**src/rtl/neuron_seq_pkg.sv**
```systemverilog
`default_nettype none
// ============================================================================
//  Module      : neuron_seq_pkg
//  Description : Shared types and constants for the layer-level neuron
//                sequencer: state encoding, data width, descriptor layout
//                and the descriptor address helper.
//  Options     : NEURON_SEQ_TIMEOUT_EN (drain watchdog, see neuron_seq_ctrl)
//  Revision    : 1.0 - initial release
// ============================================================================
package neuron_seq_pkg;

  // Width of addresses, counts and descriptor words
  localparam int DATA_W      = 16;
  // Descriptor words per neuron
  localparam int DESC_STRIDE = 2;
  // Drain watchdog limit in cycles (only used with the watchdog build)
  localparam int TIMEOUT_CYC = 8;

  // Word offsets inside one neuron descriptor
  localparam logic [DATA_W-1:0] DESC_NUMADDS = DATA_W'(0);
  localparam logic [DATA_W-1:0] DESC_OFFSET  = DATA_W'(1);

  // Sequencer states
  typedef enum logic [3:0] {
    ST_IDLE   = 4'd0,
    ST_DESC_A = 4'd1,
    ST_DESC_B = 4'd2,
    ST_DESC_C = 4'd3,
    ST_LOAD   = 4'd4,
    ST_RUN    = 4'd5,
    ST_DRAIN  = 4'd6,
    ST_COMMIT = 4'd7,
    ST_FINISH = 4'd8
  } state_t;

  // Address of one descriptor word; arithmetic wraps modulo 2^DATA_W
  function automatic logic [DATA_W-1:0] desc_word_addr(
    input logic [DATA_W-1:0] base,
    input logic [DATA_W-1:0] idx,
    input logic [DATA_W-1:0] word
  );
    return base + (DATA_W'(DESC_STRIDE) * idx) + word;
  endfunction

endpackage
`default_nettype wire

```
**src/rtl/neuron_op_counter.sv**
```systemverilog
`default_nettype none
// ============================================================================
//  Module      : neuron_op_counter
//  Description : Per-neuron operation bookkeeping. Holds the remaining
//                startFetch count (load / decrement, zero-guarded) and counts
//                returning WE strobes, flagging when the count including the
//                strobe of the current cycle equals numAdds.
//  Revision    : 1.0 - initial release
// ============================================================================
module neuron_op_counter
  import neuron_seq_pkg::*;
(
  input  logic              clk,
  input  logic              rst,
  input  logic              load,      // restart both counters for a new neuron
  input  logic [DATA_W-1:0] num_adds,  // operand pairs of the current neuron
  input  logic              dec,       // one startFetch issued this cycle
  input  logic              we_en,     // WE strobes are meaningful this cycle
  input  logic              we_in,     // WE strobe from the fetch unit
  output logic              op_last,   // current startFetch is the final one
  output logic              we_done    // all WE strobes seen, this one included
);

  logic [DATA_W-1:0] op_cnt_q, op_cnt_d;
  logic [DATA_W-1:0] we_cnt_q, we_cnt_d;
  logic [DATA_W-1:0] we_cnt_nxt;
  logic              op_zero;
  logic              we_hit;

  assign op_zero    = (op_cnt_q == '0);
  assign op_last    = (op_cnt_q == DATA_W'(1));
  assign we_hit     = we_en & we_in;
  assign we_cnt_nxt = we_cnt_q + DATA_W'(we_hit);
  // Looking at the incremented value lets the sequencer leave DRAIN in the
  // same cycle the final strobe arrives.
  assign we_done    = (we_cnt_nxt == num_adds);

  // Next-count selection: load wins, otherwise decrement and accumulate
  always_comb begin
    op_cnt_d = op_cnt_q;
    we_cnt_d = we_cnt_q;
    if (load) begin
      op_cnt_d = num_adds;
      we_cnt_d = '0;
    end else begin
      if (dec && !op_zero) begin
        op_cnt_d = op_cnt_q - DATA_W'(1);
      end
      we_cnt_d = we_cnt_nxt;
    end
  end

  // Counter registers
  always_ff @(posedge clk) begin
    if (rst) begin
      op_cnt_q <= '0;
      we_cnt_q <= '0;
    end else begin
      op_cnt_q <= op_cnt_d;
      we_cnt_q <= we_cnt_d;
    end
  end

endmodule
`default_nettype wire

```
**src/rtl/neuron_seq_ctrl.sv**
```systemverilog
`default_nettype none
// ============================================================================
//  Module      : neuron_seq_ctrl
//  Description : Layer-level sequencer for the parameter-fetch datapath.
//                Per neuron: read the (numAdds, offset) descriptor, reload
//                the fetch unit, stream startFetch for numAdds cycles, wait
//                for the matching WE strobes and commit the accumulator.
//                All outputs are registered and line up with the state.
//  Options     : NEURON_SEQ_TIMEOUT_EN - drain watchdog with sticky err flag;
//                without it err is tied low and DRAIN waits indefinitely.
//  Revision    : 1.0 - initial release
// ============================================================================
module neuron_seq_ctrl
  import neuron_seq_pkg::*;
(
  input  logic              clk,
  input  logic              rst,
  input  logic              start,
  input  logic [DATA_W-1:0] numNeurons,
  input  logic [DATA_W-1:0] descBase,
  output logic [DATA_W-1:0] descAddr,
  input  logic [DATA_W-1:0] descVal,
  output logic [DATA_W-1:0] pfNumAdds,
  output logic [DATA_W-1:0] pfOffset,
  output logic              pfLoad,
  output logic              pfStart,
  input  logic              pfWE,
  output logic              accClear,
  output logic              resWE,
  output logic [DATA_W-1:0] resAddr,
  output logic              busy,
  output logic              done,
  output logic              err
);

  state_t            state_q, state_d;
  logic [DATA_W-1:0] num_neurons_q, num_neurons_d;
  logic [DATA_W-1:0] desc_base_q, desc_base_d;
  logic [DATA_W-1:0] idx_q, idx_d;
  logic [DATA_W-1:0] desc_addr_q, desc_addr_d;
  logic [DATA_W-1:0] pf_num_adds_q, pf_num_adds_d;
  logic [DATA_W-1:0] pf_offset_q, pf_offset_d;
  logic [DATA_W-1:0] res_addr_q, res_addr_d;
  logic              pf_load_q, pf_load_d;
  logic              pf_start_q, pf_start_d;
  logic              acc_clear_q, acc_clear_d;
  logic              res_we_q, res_we_d;
  logic              busy_q, busy_d;
  logic              done_q, done_d;

  logic [DATA_W-1:0] idx_inc;
  logic              cnt_load;
  logic              cnt_dec;
  logic              cnt_we_en;
  logic              op_last;
  logic              we_done;
  logic              wd_expire;

  assign idx_inc = idx_q + DATA_W'(1);

  // ---------------------------------------------------------------------------
  // Operation / WE bookkeeping
  // ---------------------------------------------------------------------------
  // Counters are (re)loaded on the edge into LOAD so a strobe arriving while
  // in LOAD is already counted.
  assign cnt_load  = (state_d == ST_LOAD);
  assign cnt_dec   = (state_q == ST_RUN);
  assign cnt_we_en = (state_q == ST_LOAD) || (state_q == ST_RUN) ||
                     (state_q == ST_DRAIN);

  neuron_op_counter u_op_counter (
    .clk      (clk),
    .rst      (rst),
    .load     (cnt_load),
    .num_adds (pf_num_adds_q),
    .dec      (cnt_dec),
    .we_en    (cnt_we_en),
    .we_in    (pfWE),
    .op_last  (op_last),
    .we_done  (we_done)
  );

  // ---------------------------------------------------------------------------
  // Optional drain watchdog
  // ---------------------------------------------------------------------------
`ifdef NEURON_SEQ_TIMEOUT_EN
  logic [DATA_W-1:0] drain_cnt_q, drain_cnt_d;
  logic              err_q, err_d;

  // Fires on the TIMEOUT_CYC-th DRAIN cycle unless the last strobe is in
  assign wd_expire = (state_q == ST_DRAIN) && !we_done &&
                     (drain_cnt_q == DATA_W'(TIMEOUT_CYC - 1));

  // Count DRAIN cycles; err is sticky until reset
  always_comb begin
    drain_cnt_d = (state_q == ST_DRAIN) ? drain_cnt_q + DATA_W'(1) : '0;
    err_d       = err_q | wd_expire;
  end

  // Watchdog registers
  always_ff @(posedge clk) begin
    if (rst) begin
      drain_cnt_q <= '0;
      err_q       <= 1'b0;
    end else begin
      drain_cnt_q <= drain_cnt_d;
      err_q       <= err_d;
    end
  end

  assign err = err_q;
`else
  assign wd_expire = 1'b0;
  assign err       = 1'b0;
`endif

  // ---------------------------------------------------------------------------
  // Next-state and layer bookkeeping
  // ---------------------------------------------------------------------------
  // State transitions; start is only looked at in IDLE
  always_comb begin
    state_d       = state_q;
    num_neurons_d = num_neurons_q;
    desc_base_d   = desc_base_q;
    idx_d         = idx_q;
    case (state_q)
      ST_IDLE: begin
        if (start) begin
          num_neurons_d = numNeurons;
          desc_base_d   = descBase;
          idx_d         = '0;
          state_d       = (numNeurons == '0) ? ST_FINISH : ST_DESC_A;
        end
      end
      ST_DESC_A: state_d = ST_DESC_B;
      ST_DESC_B: state_d = ST_DESC_C;
      // An empty neuron skips the fetch entirely but still commits
      ST_DESC_C: state_d = (pf_num_adds_q == '0) ? ST_COMMIT : ST_LOAD;
      ST_LOAD:   state_d = ST_RUN;
      ST_RUN: begin
        if (op_last) begin
          state_d = ST_DRAIN;
        end
      end
      ST_DRAIN: begin
        if (we_done || wd_expire) begin
          state_d = ST_COMMIT;
        end
      end
      ST_COMMIT: begin
        idx_d   = idx_inc;
        state_d = (idx_inc == num_neurons_q) ? ST_FINISH : ST_DESC_A;
      end
      ST_FINISH: state_d = ST_IDLE;
      default:   state_d = ST_IDLE;
    endcase
  end

  // ---------------------------------------------------------------------------
  // Registered outputs, decoded from the state being entered
  // ---------------------------------------------------------------------------
  // Output values for the next cycle so every output lines up with its state
  always_comb begin
    desc_addr_d = desc_addr_q;
    if (state_d == ST_DESC_A) begin
      desc_addr_d = desc_word_addr(desc_base_d, idx_d, DESC_NUMADDS);
    end else if (state_d == ST_DESC_B) begin
      desc_addr_d = desc_word_addr(desc_base_q, idx_q, DESC_OFFSET);
    end

    // RAM data for the word addressed in the previous cycle arrives now
    pf_num_adds_d = (state_q == ST_DESC_B) ? descVal : pf_num_adds_q;
    pf_offset_d   = (state_q == ST_DESC_C) ? descVal : pf_offset_q;

    pf_load_d  = (state_d == ST_LOAD);
    pf_start_d = (state_d == ST_RUN);
    // Empty neurons never pass through LOAD, so they get their accumulator
    // clear in DESC_C instead to commit a zero result.
    acc_clear_d = (state_d == ST_LOAD) ||
                  ((state_q == ST_DESC_B) && (descVal == '0));

    res_we_d   = (state_d == ST_COMMIT);
    res_addr_d = (state_d == ST_COMMIT) ? idx_q : res_addr_q;

    busy_d = (state_d != ST_IDLE) && (state_d != ST_FINISH);
    done_d = (state_d == ST_FINISH);
  end

  // State and output registers
  always_ff @(posedge clk) begin
    if (rst) begin
      state_q       <= ST_IDLE;
      num_neurons_q <= '0;
      desc_base_q   <= '0;
      idx_q         <= '0;
      desc_addr_q   <= '0;
      pf_num_adds_q <= '0;
      pf_offset_q   <= '0;
      res_addr_q    <= '0;
      pf_load_q     <= 1'b0;
      pf_start_q    <= 1'b0;
      acc_clear_q   <= 1'b0;
      res_we_q      <= 1'b0;
      busy_q        <= 1'b0;
      done_q        <= 1'b0;
    end else begin
      state_q       <= state_d;
      num_neurons_q <= num_neurons_d;
      desc_base_q   <= desc_base_d;
      idx_q         <= idx_d;
      desc_addr_q   <= desc_addr_d;
      pf_num_adds_q <= pf_num_adds_d;
      pf_offset_q   <= pf_offset_d;
      res_addr_q    <= res_addr_d;
      pf_load_q     <= pf_load_d;
      pf_start_q    <= pf_start_d;
      acc_clear_q   <= acc_clear_d;
      res_we_q      <= res_we_d;
      busy_q        <= busy_d;
      done_q        <= done_d;
    end
  end

  assign descAddr  = desc_addr_q;
  assign pfNumAdds = pf_num_adds_q;
  assign pfOffset  = pf_offset_q;
  assign pfLoad    = pf_load_q;
  assign pfStart   = pf_start_q;
  assign accClear  = acc_clear_q;
  assign resWE     = res_we_q;
  assign resAddr   = res_addr_q;
  assign busy      = busy_q;
  assign done      = done_q;

endmodule
`default_nettype wire
```
**config.mk**
```make
export PLATFORM = sky130hd
export DESIGN_NAME = neuron_seq_ctrl
export DESIGN_NICKNAME = d
export VERILOG_FILES = /design/src/rtl/neuron_seq_pkg.sv /design/src/rtl/neuron_op_counter.sv /design/src/rtl/neuron_seq_ctrl.sv
export SDC_FILE = /design/constraint.sdc
export NUM_CORES = 1
export LEC_CHECK = 0
export CAP_MARGIN = 25
export CORE_AREA = 2 2 176 178
export CTS_CLUSTER_SIZE = 14
export DETAILED_ROUTE_END_ITERATION = 12
export DIE_AREA = 0 0 178 180
export PLACE_DENSITY_LB_ADDON = 0.12
export SLEW_MARGIN = 20
export SYNTH_ARGS = -nofsm -noshare
export SYNTH_HDL_FRONTEND = slang
export SYNTH_SLANG_ARGS = --single-unit
```
**constraint.sdc**
```tcl
create_clock -name clk -period 6.25 [get_ports clk]
set_clock_uncertainty 0.05 [all_clocks]
set_input_delay 0.625 -clock clk [delete_from_list [all_inputs] [get_ports clk]]
set_output_delay 0.625 -clock clk [all_outputs]
set_load 0.005 [all_outputs]
```
==> out/qor.csv <==
stage,metric,value,unit
placement,placed insts,1564,
clock_tree,Root Buffer,clkbuf_16,
sta,final hold viol count,0,
synthesis,Post-synth EDFFs,0,
routing,DR vias/cell,5.00,
final_layout,Synth-to-Final Area Change,22.9,%
clock_tree,Num CTS Buffers,17,
clock_tree,"Hold-fix buffers, CTS",0,
sta,fmax,200,MHz
clock_tree,CTS tree,yes,
final_layout,layout cells sized above 1,0.0583,
clock_tree,Post-CTS Resized,0,
clock_tree,clk buf depth,2,
hold_path,hold worst-path end,pfOffset[9],
worst_setup_path,crit path max fanout,14,
floorplanning,Starting Density,0.296,
worst_setup_path,worst endpoint data arrival time,5.27,ns
placement,post-DP HPWL,20700,um
power,maximum VDD drop,0.177,mV
outcome,outcome,finished clean,
floorplanning,Core Area,0.0302,mm2
routing,total number of vias,7984,
final_layout,fin nets,1275,
final_layout,multi-input logic area,0.00547,mm2
power,power per standard cell area,326,mW/mm2
global_route,vias in the first global route,7682,
worst_setup_path,FF-to-FF End,descAddr[13],
job,MaxCap Viol Count,0,
worst_setup_path,CP startpoint kind,register,
synthesis,syn avg cell area,8.10,um2
floorplanning,Die ar.,0.0320,mm2
worst_setup_path,reg2reg path depth,17,
global_route,global-route wire length before repair,44000,um
hold_path,HP Start,pfOffset[9],
global_route,antenna violations before repair,0,
synthesis,Synth Register Bits,154,
routing,DRT iter0 DRCs,482,
global_route,global-route usage over all layers,0.177,
final_layout,Register Area,0.00308,mm2
worst_setup_path,FF-to-FF Start,state_q[3],
routing,final wirelength,28200,um
global_route,largest net degree at the start of global routing,80,
worst_setup_path,crit end category,register,
hold_path,WHS Path Cells,2,
clock_tree,insertion delay to the later sink of the worst-skew pair,0.45,ns
synthesis,Post-synth ARST share,0,
placement,IO Port Bufs,121,
power,Static Leakage,0.00432,uW
worst_setup_path,critical path class,reg2reg,
final_layout,antenna fix cells,0,
sta,Final min period,5.00,ns
floorplanning,die width,178,um
clock_tree,Clock Sink Count,154,
synthesis,Cells after Synth,1105,
worst_setup_path,R2R Setup Slk,1.25,ns
sta,worst-margin pin slew,0.931,ns
routing,DRC Markers,0,
sta,worst rel slew slack,0.379,
synthesis,Mapped Nets,1193,
floorplanning,# rows,64,
hold_path,Worst Hold Class,reg2reg,
clock_tree,H-tree Lvls,4,
sta,RSZ-0062 raised after global routing,false,
clock_tree,post-CTS setup buffers,0,
clock_tree,"CTS clk-pin slew, worst paths",0.08,ns
routing,drt first pass iters,5,
sta,Sum Neg Setup Slack,0,ns
final_layout,Non-Filler Instances,1596,
synthesis,Synth Cell Area,0.00895,mm2
sta,final worst-path cycle share,0.800,
sta,Pins Over Slew Limit,0,
synthesis,Unique masters post-synth,80,
placement,global placement routability congestion,0.796,
synthesis,synth warn,0,
worst_setup_path,"Data required, critical path",6.52,ns
floorplanning,total I/O pin count,123,
final_layout,fill count,3159,
routing,routed len/inst,17.6,um
global_route,GRT overflow,0,
synthesis,Main synth FF type,dfxtp_1,
floorplanning,DIE HEIGHT,180,um
sta,# setup viols final,0,
synthesis,sequential share of the synthesized area,0.344,
routing,DRT antenna net count,0,
cells in the mapped netlist, drive strengths merged (5+ instances only):
cell type,n,area share
a2111oi,7,0.0098
a211oi,19,0.016
a21o,6,0.0050
a21oi,102,0.058
a311oi,7,0.0069
a31oi,7,0.0049
and2,20,0.014
and3,20,0.015
buf,26,0.018
clkbuf,41,0.017
dfxtp,154,0.34
ha,34,0.048
inv,22,0.0092
mux2i,30,0.034
nand2,186,0.078
nand2b,8,0.0056
nand3,31,0.018
nand4,11,0.011
nor2,90,0.038
nor2b,8,0.0056
nor3,25,0.015
nor4,22,0.019
o21a,5,0.0042
o21ai,51,0.029
o31ai,7,0.0059
or3,17,0.012
or4,5,0.0046
xnor2,50,0.049
xor2,29,0.028
per-stage QoR:
stage	power [uW]	cell area [um2]	setup WS, ns	util	hold WS, ns
global route	3820	11000	0.861	0.364	0.435
global placement	2540	10400	1.19	0.345	0.394
finish	3590	11000	1.25	0.364	0.410
CTS	3640	11000	1.30	0.364	0.415
detailed placement	2550	10400	1.07	0.345	0.401
floorplan	2140	8950	2.25	-	0.395
per-layer routing:
| metal | track usage | wire length, um |
|---|---|---|
| met5 | 0 | 0 |
| met4 | 0.0420 | 318 |
| met3 | 0.0262 | 728 |
| met2 | 0.306 | 14200 |
| met1 | 0.229 | 12900 |
cell families (layout without fill, tap and decap cells):
logic type	Yosys count	in the layout	share of synthesized area
AO/OA/AOI/OAI	249	249	0.182
AND/OR/NAND/NOR	459	459	0.250
buffers and inverters	89	184	0.0446
multiplexers	33	33	0.0373
XOR/XNOR	84	84	0.0900
other	1	1	0.000419
adder cells (fa/ha/maj)	36	36	0.0520
flip-flops	154	154	0.344
layout make-up:
class	count	area share
Sequential cell	154	0.280
Multi-Input combinational cell	862	0.497
Tap cell	396	0.0450
Clock inverter	15	0.0156
Inverter	22	0.00751
Clock buffer	17	0.0387
Timing Repair Buffer	130	0.116
worst max path at each step:
stage                from           end  slack (ns)  depth (start not counted)
4_1_cts        state_q[3]  descAddr[13]        1.30                         17
3_5_place_dp        start  descAddr[13]        1.07                         16
6_report       state_q[3]  descAddr[13]        1.25                         17
5_1_grt        state_q[3]  descAddr[13]        0.86                         17
2_1_floorplan  state_q[0]  descAddr[13]        2.25                         17
3_3_place_gp        start  descAddr[13]        1.19                         16
where the power goes:
part	switching [uW]	total, uW	internal [uW]
combinational	713	1250	540
sequential	150	1260	1110
clock	535	1080	543
cell usage in the layout, fill, tap and decap left out, types with 30 or more instances in the layout:
| cell type | instances |
|---|---|
| xnor2_1 | 50 |
| mux2i_1 | 30 |
| ha_1 | 34 |
| nor2_1 | 90 |
| clkdlybuf4s50_1 | 120 |
| nand2_1 | 185 |
| dfxtp_1 | 154 |
| o21ai_0 | 42 |
| nand3_1 | 30 |
| a21oi_1 | 101 |
critical path, stage by stage, from the launching register on:
cell and delay (ns):
dfxtp_1 0.62, nand2b_1 0.21, nor2_1 0.06, buf_4 0.18, nor2_1 0.71, o21ai_0 0.18, o21ai_0 0.18, ha_1 0.33
nor2b_1 0.16, o31a_1 0.27, o211ai_1 0.21, a21oi_1 0.11, a2111oi_0 0.78, nor2_1 0.14, xnor2_1 0.17, nand3_1 0.08
o21ai_0 0.08, a2111oi_1 0.36
Note: power is estimated with default switching activity, not from simulation.
